==> config.mk <==
export PLATFORM = sky130hd
export DESIGN_NAME = emulador_teclado_flat
export DESIGN_NICKNAME = d
export VERILOG_FILES = /design/src/rtl/emulador_teclado_if.sv /design/src/rtl/emulador_teclado.sv /design/src/flat_wrapper.sv
export SDC_FILE = /design/constraint.sdc
export NUM_CORES = 1
export LEC_CHECK = 0
export BUFFER_PORTS_ARGS = -buffer_cell sky130_fd_sc_hd__buf_2
export CORE_ASPECT_RATIO = 1.5
export CORE_MARGIN = 2
export CORE_UTILIZATION = 50
export CTS_CLUSTER_DIAMETER = 50
export CTS_CLUSTER_SIZE = 20
export DETAILED_ROUTE_END_ITERATION = 8
export PLACE_DENSITY = 0.78
export SETUP_SLACK_MARGIN = 0.4
export SYNTH_ARGS = -nofsm -noshare
export SYNTH_HDL_FRONTEND = slang
export SYNTH_SLANG_ARGS = --single-unit
==> constraint.sdc <==
create_clock -name clk -period 1.71 [get_ports clk]
set_input_delay 0.171 -clock clk [delete_from_list [all_inputs] [get_ports clk]]
set_output_delay 0.171 -clock clk [all_outputs]
set_load 0.01 [all_outputs]
==> src/rtl/emulador_teclado_if.sv <==
// Keypad emulator bus: scanner row/column lines plus the key request handshake.
interface emulador_teclado_if;
  logic [3:0] fila;
  logic [3:0] col;
  logic [4:0] key_code;
  logic       key_valid;
  logic       key_ready;
  logic       busy;
  logic       done;
  logic       err;

  modport master (
    output fila, key_code, key_valid,
    input  col, key_ready, busy, done, err
  );

  modport slave (
    input  fila, key_code, key_valid,
    output col, key_ready, busy, done, err
  );
endinterface

==> src/rtl/emulador_teclado.sv <==
// 4x4 matrix keypad emulator: presses a requested key for HOLD_CYC cycles, then releases it for GAP_CYC.
// Optional macro KEY_BOUNCE_EN adds contact bounce over the first BOUNCE_CYC cycles of each press.
//
// state   | meaning
// IDLE    | waiting for a request, key_ready high
// PRESS   | latched key closed (subject to bounce), col answers fila
// RELEASE | forced open time before the next request
module emulador_teclado #(
  parameter int HOLD_CYC   = 16,
  parameter int GAP_CYC    = 8,
  parameter int BOUNCE_CYC = 6
) (
  input logic               clk,
  input logic               rst,
  emulador_teclado_if.slave bus
);

  localparam int MAX_HG  = (HOLD_CYC > GAP_CYC) ? HOLD_CYC : GAP_CYC;
  localparam int MAX_CYC = (MAX_HG > BOUNCE_CYC) ? MAX_HG : BOUNCE_CYC;
  localparam int CW      = (MAX_CYC > 1) ? $clog2(MAX_CYC) : 1;

  typedef enum logic [1:0] {
    IDLE    = 2'd0,
    PRESS   = 2'd1,
    RELEASE = 2'd2
  } state_t;

  state_t        state;
  logic [CW-1:0] cnt;
  logic [3:0]    row_q;
  logic [3:0]    col_q;
  logic          done_q;
  logic          err_q;
  logic [7:0]    pos_n;
  logic          accept;
  logic          contact;

  // {row, col} one-hot position of each hex key on the pad
  always_comb begin
    pos_n = 8'h00;
    case (bus.key_code[3:0])
      4'h1: pos_n = {4'b0001, 4'b0001};
      4'h2: pos_n = {4'b0001, 4'b0010};
      4'h3: pos_n = {4'b0001, 4'b0100};
      4'hA: pos_n = {4'b0001, 4'b1000};
      4'h4: pos_n = {4'b0010, 4'b0001};
      4'h5: pos_n = {4'b0010, 4'b0010};
      4'h6: pos_n = {4'b0010, 4'b0100};
      4'hB: pos_n = {4'b0010, 4'b1000};
      4'h7: pos_n = {4'b0100, 4'b0001};
      4'h8: pos_n = {4'b0100, 4'b0010};
      4'h9: pos_n = {4'b0100, 4'b0100};
      4'hC: pos_n = {4'b0100, 4'b1000};
      4'hF: pos_n = {4'b1000, 4'b0001};
      4'h0: pos_n = {4'b1000, 4'b0010};
      4'hE: pos_n = {4'b1000, 4'b0100};
      4'hD: pos_n = {4'b1000, 4'b1000};
      default: pos_n = 8'h00;
    endcase
  end

`ifdef KEY_BOUNCE_EN
  logic [CW-1:0] press_idx;
  assign press_idx = CW'(HOLD_CYC - 1) - cnt;
  assign contact   = !((press_idx < CW'(BOUNCE_CYC)) && press_idx[0]);
`else
  assign contact = 1'b1;
`endif

  assign accept        = bus.key_valid && bus.key_ready;
  assign bus.key_ready = (state == IDLE) && !rst;
  assign bus.busy      = (state != IDLE);
  assign bus.done      = done_q;
  assign bus.err       = err_q;

  // Zero-latency return path: the scanner samples col in the cycle it drives fila.
  // row_q is one-hot whenever PRESS is active, so an empty or multi-bit fila never matches.
  assign bus.col = ((state == PRESS) && contact && (bus.fila == row_q)) ? col_q : 4'b0000;

  always_ff @(posedge clk) begin
    if (rst) begin
      state  <= IDLE;
      cnt    <= '0;
      row_q  <= 4'b0000;
      col_q  <= 4'b0000;
      done_q <= 1'b0;
      err_q  <= 1'b0;
    end else begin
      done_q <= 1'b0;
      err_q  <= 1'b0;
      case (state)
        IDLE: begin
          if (accept) begin
            if (!bus.key_code[4]) begin
              row_q <= pos_n[7:4];
              col_q <= pos_n[3:0];
              cnt   <= CW'(HOLD_CYC - 1);
              state <= PRESS;
            end else begin
              err_q <= 1'b1;
            end
          end
        end
        PRESS: begin
          if (cnt == '0) begin
            cnt   <= CW'(GAP_CYC - 1);
            state <= RELEASE;
          end else begin
            cnt <= cnt - 1'b1;
          end
        end
        RELEASE: begin
          if (cnt == '0) begin
            done_q <= 1'b1;
            state  <= IDLE;
          end else begin
            cnt <= cnt - 1'b1;
          end
        end
        default: state <= IDLE;
      endcase
    end
  end

endmodule

==> src/flat_wrapper.sv <==
// flat-port wrapper written by rule: the top's interface ports become plain ports
module emulador_teclado_flat 
#(
  parameter int HOLD_CYC   = 16,
  parameter int GAP_CYC    = 8,
  parameter int BOUNCE_CYC = 6
)
  (clk, rst, bus_fila, bus_key_code, bus_key_valid, bus_col, bus_key_ready, bus_busy, bus_done, bus_err);
  emulador_teclado_if bus_i ();
  input logic clk;
  input logic rst;
  input wire logic [$bits(bus_i.fila)-1:0] bus_fila;
  input wire logic [$bits(bus_i.key_code)-1:0] bus_key_code;
  input wire logic [$bits(bus_i.key_valid)-1:0] bus_key_valid;
  output wire logic [$bits(bus_i.col)-1:0] bus_col;
  output wire logic [$bits(bus_i.key_ready)-1:0] bus_key_ready;
  output wire logic [$bits(bus_i.busy)-1:0] bus_busy;
  output wire logic [$bits(bus_i.done)-1:0] bus_done;
  output wire logic [$bits(bus_i.err)-1:0] bus_err;
  assign bus_i.fila = bus_fila;
  assign bus_i.key_code = bus_key_code;
  assign bus_i.key_valid = bus_key_valid;
  assign bus_col = bus_i.col;
  assign bus_key_ready = bus_i.key_ready;
  assign bus_busy = bus_i.busy;
  assign bus_done = bus_i.done;
  assign bus_err = bus_i.err;
  emulador_teclado #(.HOLD_CYC(HOLD_CYC), .GAP_CYC(GAP_CYC), .BOUNCE_CYC(BOUNCE_CYC)) u_core (.clk(clk), .rst(rst), .bus(bus_i));
endmodule
==> flow_summary.json, run 1 <==
{
  "postRouteAntennaNets": 0,
  "arrival_ns": 1.82,
  "async_flop_share_pct": 0,
  "cp_num_buf_inv": 2,
  "yosys_most_used_dff": "dfxtp_1",
  "synthesis_to_layout_area_growth_pct": 54.7,
  "cp-end-kind": "flop",
  "global_route_overflow": 0,
  "die_height_um": 60.0,
  "number_of_placed_i_o_pins": 20,
  "timing.clock.skew_ns": 0.00523,
  "status": "complete, no violations",
  "port_buffers": 19,
  "drive_gt1_share_pct": 50.6,
  "finalHoldWorstSlack_ns": 0.140,
  "layout.filler_cells": 128,
  "drc": 0,
  "yosysUniqueCellTypes": 35,
  "final_max_slew_viol_count": 0,
  "final_area_um2": 1610,
  "die_area_um2": 2480,
  "synth_seq_cells": 16,
  "syn_nets": 149,
  "synth_top_cell_by_area": "dfxtp_1",
  "hold_viol_final": 0,
  "grt_pass1_vias": 1025,
  "setup_viol_count_final": 0,
  "worst_path_largest_cell_delay_ns": 0.35,
  "timing.critical_path.cells": "buf_6 > inv_6 > ha_4 > and4bb_4 > o21ai_4 > o21a_1 > o221a_1",
  "final.setup.tns_ns": 0,
  "sequential_cell_area_um2": 329,
  "drt-wirelength-per-cell_um": 16.2,
  "final_min_period_over_clock_period_pct": 95.6,
  "drt_first_pass_iters": 4,
  "synthesis.area_per_instance_um2": 8.15,
  "tritoncts": "built",
  "grt_start_max_net_pins": 15,
  "synth-seq-area-share_pct": 30.7,
  "hpwl_um": 1800,
  "number_of_enable_flip_flop_cells_after_synthesis": 0,
  "timing_worst_slew_pin_value_ns": 0.303,
  "die_x_extent_um": 41.3,
  "fmax_ghz": 0.612,
  "clock_transition_time_at_the_flip_flop_clock_pins_of_the_worst_setup_and_hold_paths_ns": 0.09,
  "cts_hold_buf": 0,
  "leakage_nw": 0.693,
  "cts_root_buf": "clkbuf_4",
  "layout_min_cycle_time_ns": 1.64,
  "syn-instance-count": 128,
  "post_drt_via_cell_ratio": 5.78,
  "core_um2": 2000,
  "peak_vdd_ir_mv": 0.918,
  "finalPower_mw": 2.83,
  "vias": 1098,
  "worstSetupPathType": "flop to flop",
  "synth_area_um2": 1040,
  "cts-buffers-inserted": 3,
  "drt_first_iter_violations": 17,
  "cts_max_path_buffers": 2,
  "clock-sinks": 16,
  "gr-usage-all-layers_pct": 25.9,
  "required_ns": 1.89,
  "total_routed_length_um": 3080,
  "num_antenna_cells": 0,
  "critPathTopFamily": "compound AO/OA/AOI/OAI gates",
  "slew_headroom_pct": 79.6,
  "rsz0062_at_grt": "yes",
  "crit_path_top_delay_cell": "dfxtp_2",
  "postPlaceCellArea_um2": 1180,
  "initial_utilization_pct": 52.1,
  "multi_input_area_um2": 863,
  "power_density_relative_to_cell_area_nw_per_um2": 1760,
  "global_route_wire_length_before_repair_um": 4370,
  "synth_top_cell_area_share_pct": 30.7,
  "finalWeightedCongestion": 0.731,
  "worstSkewPairLatency_ns": 0.29,
  "nets": 191,
  "num_rows": 20,
  "maxCapViolations": 0,
  "synth_top_cells_by_area": "dfxtp_1, ha_1, nand2_1",
  "worst_hold_path_type": "primary input to flop",
  "yosys_warnings": 0,
  "htree_num_levels": 1,
  "crit_path_start_kind": "flop",
  "number_of_antenna_violations_at_the_first_check_in_global_routing": 0,
  "cp_max_fo": 5
}
-- path summary, 6_finish.rpt --
check | startpoint | to | slack [ns] | cells past startpoint
max | u_core.state[0]$_SDFFE_PP0P_ | u_core.cnt[2]$_SDFFE_PP0P_ | 0.07 | 7
min | bus_key_code[4] | u_core.bus.err$_SDFF_PP0_ | 0.14 | 2
max reg2reg | u_core.state[0]$_SDFFE_PP0P_ | u_core.cnt[2]$_SDFFE_PP0P_ | 0.07 | 7
min reg2reg | u_core.col_q[0]$_SDFFE_PP0P_ | u_core.col_q[0]$_SDFFE_PP0P_ | 0.46 | 2
-- logic make-up (layout without fill, tap and decap cells) --
kind of cell               count (synthesis)  count (layout)  share of synthesized area (%)
buffers and inverters                     18              58                           8.15
muxes                                      4               4                           3.84
xor gates and xnor gates                   5               5                           4.20
DFF                                       16              16                           30.7
AOI/OAI and AO/OA                         31              31                           20.1
adders and majority gates                  9               9                           10.8
and+or+nand+nor                           45              45                           22.2
-- layout by cell type, fill, tap and decap left out, types with 4 or more instances in the layout --
cell type and instances:
mux2i_1 4, nand2_1 12, buf_4 15, ha_1 5
and2_1 4, o21ai_0 4, inv_1 7, dfxtp_1 11
nor2_1 11, a21oi_1 5, buf_6 10, dfxtp_2 4
buf_2 18
-- synthesized netlist by cell type (all sizes together), types with 2 or more instances --
| cell type | count |
|---|---|
| mux2i | 4 |
| and3 | 2 |
| a21oi | 8 |
| o21ai | 9 |
| o22ai | 3 |
| and2 | 4 |
| ha | 9 |
| a211oi | 3 |
| nand2 | 13 |
| buf | 5 |
| o221ai | 2 |
| dfxtp | 16 |
| xor2 | 4 |
| nor2 | 13 |
| nor3 | 3 |
| inv | 12 |
| nand2b | 3 |
-- metal layers --
metal / GRT usage, % / routed length [um]
met1: 26.9 / 1160
met2: 46.9 / 1640
met3: 3.35 / 121
met4: 12.9 / 153
met5: 0 / 0
-- cell type report --
type                       instances  area share [%]
timing repair buffer              43            19.5
inverter                          12            3.49
sequential                        16            20.4
tap                               22            1.71
multi-input combinational         94            53.5
clock buffer                       3            1.40
-- registers in the layout, summed over array words and instances (netlist names) --
register         count
u_core.cnt           4
u_core.col_q         4
u_core.bus.err       1
u_core.state         2
u_core.row_q         4
u_core.bus.done      1
-- where the power goes --
part / switching [mW] / leakage (nW) / internal, mW
Sequential: 0.0855 / 0.133 / 0.468
Combinational: 0.993 / 0.547 / 1.09
Clock: 0.119 / 0.0138 / 0.0820
-- repair_timing --
item	CTS	global route
resized for setup	39	16
endpoints found under the setup margin	20	20
endpoints found under the hold margin	0	0
setup buffers	13	9
pin swaps	13	12
-- metrics by stage --
stage,cells,utilization (%),worst slack [ns]
2_1_floorplan,128,-,0.365
3_3_place_gp,165,58.8,0.0294
3_5_place_dp,165,58.8,0.00229
4_1_cts,181,73.1,0.0434
5_1_grt,190,80.6,0.0251
6_report,190,80.6,0.0748
(Power assumes the default switching activity.)
==> run 2: changes to the inputs <==
--- a/config.mk
+++ b/config.mk
@@ -13,7 +13,6 @@
 export CTS_CLUSTER_SIZE = 20
 export DETAILED_ROUTE_END_ITERATION = 8
 export PLACE_DENSITY = 0.78
-export SETUP_SLACK_MARGIN = 0.4
 export SYNTH_ARGS = -nofsm -noshare
 export SYNTH_HDL_FRONTEND = slang
 export SYNTH_SLANG_ARGS = --single-unit
==> run 2 against run 1 <==
Net effect:
- the run now ends with negative setup slack left
- non-clock buffer count decreased by 17
- combinational power decreased by 48%
- hold slack got worse by 0.013 ns
- clock power increased by 28%
- routed wire length decreased by 25%
- setup slack got worse by 0.12 ns
- die area unchanged
- final cell count decreased by 8.4%
- clock skew about the same
- clock-buffer cell count increased by 1
- critical endpoint is now u_core.state[1]$_SDFFE_PP0P_
- largest cell class unchanged
- highest routed layer unchanged
==> flow_summary.json, run 2 (synthesis results as in run 1) <==
{
  "core_um2": 2000,
  "hold_viol_final": 0,
  "tritoncts": "built",
  "clock-sinks": 16,
  "finalHoldWorstSlack_ns": 0.126,
  "maxCapViolations": 0,
  "timing.clock.skew_ns": 0.00546,
  "place_worst_setup_slack_ns": 0.0119,
  "largestRegisters": "u_core.cnt: 4 flops, u_core.col_q: 4 flops, u_core.row_q: 4 flops",
  "number_of_antenna_violations_at_the_first_check_in_global_routing": 0,
  "cts_hold_buf": 0,
  "rsz0062_at_grt": "yes",
  "drive_gt1_share_pct": 30.9,
  "cp_max_fo": 10,
  "global_route_overflow": 0,
  "num_antenna_cells": 0,
  "initial_utilization_pct": 52.1,
  "die_x_extent_um": 41.3,
  "die_area_um2": 2480,
  "fin_util_pct": 64.6,
  "drt-wirelength-per-cell_um": 13.3,
  "timing_worst_slew_pin_value_ns": 0.389,
  "die_height_um": 60.0,
  "cp-end-kind": "flop",
  "setup_viol_count_final": 1,
  "cts_root_buf": "clkbuf_4",
  "worst_path_largest_cell_delay_ns": 0.36,
  "port_buffers": 19,
  "crit_path_start_kind": "flop",
  "status": "finished with violations",
  "num_rows": 20,
  "final_cell_mix": "buf_2, dfxtp_1, nor2_1, nand2_1, inv_1",
  "drt_first_pass_iters": 4,
  "nets": 174,
  "drc": 0,
  "critical_path.most_common_cell": "buf_4",
  "clock_transition_time_at_the_flip_flop_clock_pins_of_the_worst_setup_and_hold_paths_ns": 0.10,
  "worstSkewPairLatency_ns": 0.29,
  "worstSetupPathType": "flop to flop",
  "gr-usage-all-layers_pct": 20.9,
  "violations": "negative setup slack",
  "worst_hold_path_type": "primary input to flop",
  "grt_start_max_net_pins": 18,
  "htree_num_levels": 1,
  "timing.critical_path.cells": "inv_4 > buf_4 > ha_2 > and4bb_2 > buf_4 > o21ai_0 > a211oi_1",
  "cts-buffers-inserted": 3,
  "total_routed_length_um": 2310,
  "dpl.cell_count": 166,
  "finalWeightedCongestion": 0.771,
  "final_max_slew_viol_count": 0,
  "number_of_placed_i_o_pins": 20,
  "leakage_nw": 0.577,
  "layout_commonest_cell": "buf_2",
  "post_drt_via_cell_ratio": 5.61,
  "final_setup_margin_ns": -0.0443,
  "final_min_period_over_clock_period_pct": 103,
  "layoutNonFillerInstCount": 174,
  "crit_path_top_delay_cell": "dfxtp_2",
  "fmax_ghz": 0.570,
  "drt_first_iter_violations": 20,
  "hpwl_um": 1710,
  "postRouteAntennaNets": 0,
  "cts_max_path_buffers": 2,
  "final.setup.tns_ns": -0.0443,
  "arrival_ns": 1.94,
  "power_density_relative_to_cell_area_nw_per_um2": 1460,
  "grt_pass1_vias": 803,
  "required_ns": 1.90,
  "vias": 977,
  "global_route_wire_length_before_repair_um": 3510,
  "slew_headroom_pct": 73.9,
  "peak_vdd_ir_mv": 0.761,
  "synthesis_to_layout_area_growth_pct": 23.9,
  "layout_min_cycle_time_ns": 1.75
}
-- run 2: changes by cell type in the layout (fill, tap and decap cells not counted), sizes merged --
cell and change:
buf -17, inv +1, clkbuf +1, clkinvlp -1
-- run 2: power breakdown --
group / internal (mW) / switching (mW) / leakage [nW] / total (mW)
clock: 0.130 / 0.128 / 0.0210 / 0.258
combinational: 0.487 / 0.602 / 0.425 / 1.09
sequential: 0.464 / 0.0831 / 0.131 / 0.547
-- run 2: final cells by class --
cell class / count / area, um2
clock buffers: 4 / 36.3
repair buffers: 26 / 166
fillers: 174 / 709
multi-input cells: 94 / 692
flip-flops and latches: 16 / 323
well taps: 22 / 27.5
inverters: 12 / 47.5
-- run 2: worst max-delay path: cells and delay by family, from the launching register on --
kind	cells	cell delay (ns)
AOI/OAI and AO/OA	2	0.42
DFF	1	0.36
buffers and inverters	3	0.36
and+or+nand+nor	1	0.29
adders and majority gates	1	0.22
-- run 2: path summary, 6_finish.rpt --
kind	from	to	slack (ns)	cells past startpoint
max	u_core.state[1]$_SDFFE_PP0P_	u_core.state[1]$_SDFFE_PP0P_	-0.04	7
min	bus_key_code[4]	u_core.bus.err$_SDFF_PP0_	0.13	2
max reg2reg	u_core.state[1]$_SDFFE_PP0P_	u_core.state[1]$_SDFFE_PP0P_	-0.04	7
min reg2reg	u_core.col_q[0]$_SDFFE_PP0P_	u_core.col_q[0]$_SDFFE_PP0P_	0.47	2
-- run 2: repair_timing --
| action | CTS | global route |
|---|---|---|
| resized for setup | 6 | 13 |
| pin swaps | 0 | 8 |
| buffers inserted | 0 | 4 |
| setup endpoints to repair | 5 | 11 |
-- run 2: metal layers --
metal / GRT usage (%) / wire length [um] / up-vias / part of all wire, %
met5: 0 / 0 / - / 0
li1: - / - / 489 / -
met1: 23.3 / 886 / 447 / 38
met2: 37.1 / 1290 / 35 / 56
met4: 9.68 / 36 / 0 / 1.6
met3: 2.23 / 97 / 6 / 4.2
-- run 2: through the flow --
step | area (um2) | power, mW
3_5_place_dp | 1150 | 1.45
4_1_cts | 1210 | 1.75
2_1_floorplan | 1040 | 1.23
5_1_grt | 1290 | 2.03
6_report | 1290 | 1.89
3_3_place_gp | 1150 | 1.41
==> run 3: changes to the inputs <==
--- a/config.mk
+++ b/config.mk
@@ -12,7 +12,7 @@
 export CTS_CLUSTER_DIAMETER = 50
 export CTS_CLUSTER_SIZE = 20
 export DETAILED_ROUTE_END_ITERATION = 8
-export PLACE_DENSITY = 0.78
+export PLACE_DENSITY = 0.82
 export SYNTH_ARGS = -nofsm -noshare
 export SYNTH_HDL_FRONTEND = slang
 export SYNTH_SLANG_ARGS = --single-unit
==> run 3 against run 2 <==
Net effect:
- the run now ends clean
- core utilization fell by 2.2 points
- non-clock buffer count fell by 2
- setup slack improved by 0.14 ns
- sequential cell count unchanged
- highest routed layer unchanged
==> flow_summary.json, run 3 (synthesis results as in run 1) <==
{
  "num_antenna_cells": 0,
  "number_of_placed_i_o_pins": 20,
  "global_route_wire_length_before_repair_um": 3420,
  "grt_pass1_vias": 836,
  "postRouteAntennaNets": 0,
  "drt_first_pass_iters": 4,
  "peak_vdd_ir_mv": 0.890,
  "initial_utilization_pct": 52.1,
  "worst_hold_path_type": "primary input to flop",
  "gr-usage-all-layers_pct": 20.0,
  "timing.critical_path.cells": "inv_1 > ha_2 > and4bb_2 > o21ai_2 > o21a_1 > o221a_1",
  "crit_path_start_kind": "flop",
  "die_height_um": 60.0,
  "layout_commonest_cell": "buf_2",
  "cp_max_fo": 5,
  "final_min_period_over_clock_period_pct": 94.4,
  "fmax_ghz": 0.619,
  "layout.filler_cells": 171,
  "global_route_overflow": 0,
  "vias": 976,
  "setup_viol_count_final": 0,
  "status": "complete, no violations",
  "postPlaceCellArea_um2": 1150,
  "clock-sinks": 16,
  "cts-buffers-inserted": 3,
  "num_rows": 20,
  "finalHoldWorstSlack_ns": 0.167,
  "final_cell_mix": "buf_2, dfxtp_1, nand2_1, nor2_1, inv_1",
  "critPathTopFamily": "compound AO/OA/AOI/OAI gates",
  "timing_worst_slew_pin_value_ns": 0.363,
  "layout_min_cycle_time_ns": 1.61,
  "slew_headroom_pct": 75.7,
  "die_area_um2": 2480,
  "required_ns": 1.89,
  "synthesis_to_layout_area_growth_pct": 19.5,
  "layoutNonFillerInstCount": 171,
  "arrival_ns": 1.79,
  "drt_first_iter_violations": 20,
  "timing.clock.skew_ns": 0.0111,
  "port_buffers": 19,
  "worstSkewPairLatency_ns": 0.27,
  "power_density_relative_to_cell_area_nw_per_um2": 1450,
  "cts_hold_buf": 0,
  "final.setup.tns_ns": 0,
  "clock_transition_time_at_the_flip_flop_clock_pins_of_the_worst_setup_and_hold_paths_ns": 0.09,
  "maxCapViolations": 0,
  "final_max_slew_viol_count": 0,
  "largestRegisters": "u_core.cnt: 4 flops, u_core.col_q: 4 flops, u_core.row_q: 4 flops",
  "crit_path_top_delay_cell": "dfxtp_2",
  "grt_start_max_net_pins": 15,
  "multi_input_area_um2": 694,
  "core_um2": 2000,
  "finalPower_mw": 1.81,
  "cts_max_path_buffers": 2,
  "final_setup_margin_ns": 0.0953,
  "drc": 0,
  "die_x_extent_um": 41.3,
  "place_worst_setup_slack_ns": 0.0915,
  "sequential_cell_area_um2": 323,
  "hold_viol_final": 0,
  "final_area_um2": 1250,
  "nets": 172,
  "htree_num_levels": 1,
  "leakage_nw": 0.555,
  "cp_num_buf_inv": 1,
  "dpl.cell_count": 166,
  "finalWeightedCongestion": 0.782,
  "drt-wirelength-per-cell_um": 13.2,
  "post_drt_via_cell_ratio": 5.71,
  "drive_gt1_share_pct": 26.8,
  "cts_root_buf": "clkbuf_4",
  "fin_util_pct": 62.3,
  "total_routed_length_um": 2260,
  "worstSetupPathType": "flop to flop",
  "number_of_antenna_violations_at_the_first_check_in_global_routing": 0,
  "worst_path_largest_cell_delay_ns": 0.35,
  "cp-end-kind": "flop",
  "tritoncts": "built",
  "hpwl_um": 1710
}
[run 3: cell types whose count changed in the layout (fill, tap and decap cells not counted), sizes merged]
cell    change
clkbuf      -1
buf         -2
[run 3: routing by layer]
layer | GRT usage [%] | wire length [um] | part of all wire, % | up-vias
li1 | - | - | - | 483
met4 | 11.1 | 69 | 3.1 | 0
met2 | 37.1 | 1250 | 55 | 28
met3 | 1.86 | 58 | 2.6 | 8
met1 | 19.9 | 882 | 39 | 457
met5 | 0 | 0 | 0 | -
[run 3: timing repair]
action / CTS / global route
gates resized for setup: 5 / 7
setup endpoints to repair: 4 / 14
buffers inserted: 0 / 2
pin swaps: 1 / 3
[run 3: cell type report]
type	count	area share [%]
Clock buffer	3	1.81
Multi-Input combinational cell	94	55.7
Inverter	12	3.81
Timing Repair Buffer	24	10.6
Sequential cell	16	25.9
Tap cell	22	2.21
[run 3: report_power, final]
part	switching (mW)	total (mW)	internal [mW]	leakage (nW)
Sequential	0.0780	0.542	0.464	0.131
Combinational	0.611	1.08	0.473	0.410
Clock	0.106	0.187	0.0813	0.0138
[run 3: path summary, 6_finish.rpt]
check	start	endpoint	slack (ns)	depth (start not counted)
hold / removal	bus_key_code[4]	u_core.bus.err$_SDFF_PP0_	0.17	2
setup reg to reg	u_core.state[0]$_SDFFE_PP0P_	u_core.cnt[2]$_SDFFE_PP0P_	0.1	6
hold reg to reg	u_core.col_q[0]$_SDFFE_PP0P_	u_core.col_q[0]$_SDFFE_PP0P_	0.45	2
setup / recovery	u_core.state[0]$_SDFFE_PP0P_	u_core.cnt[2]$_SDFFE_PP0P_	0.1	6
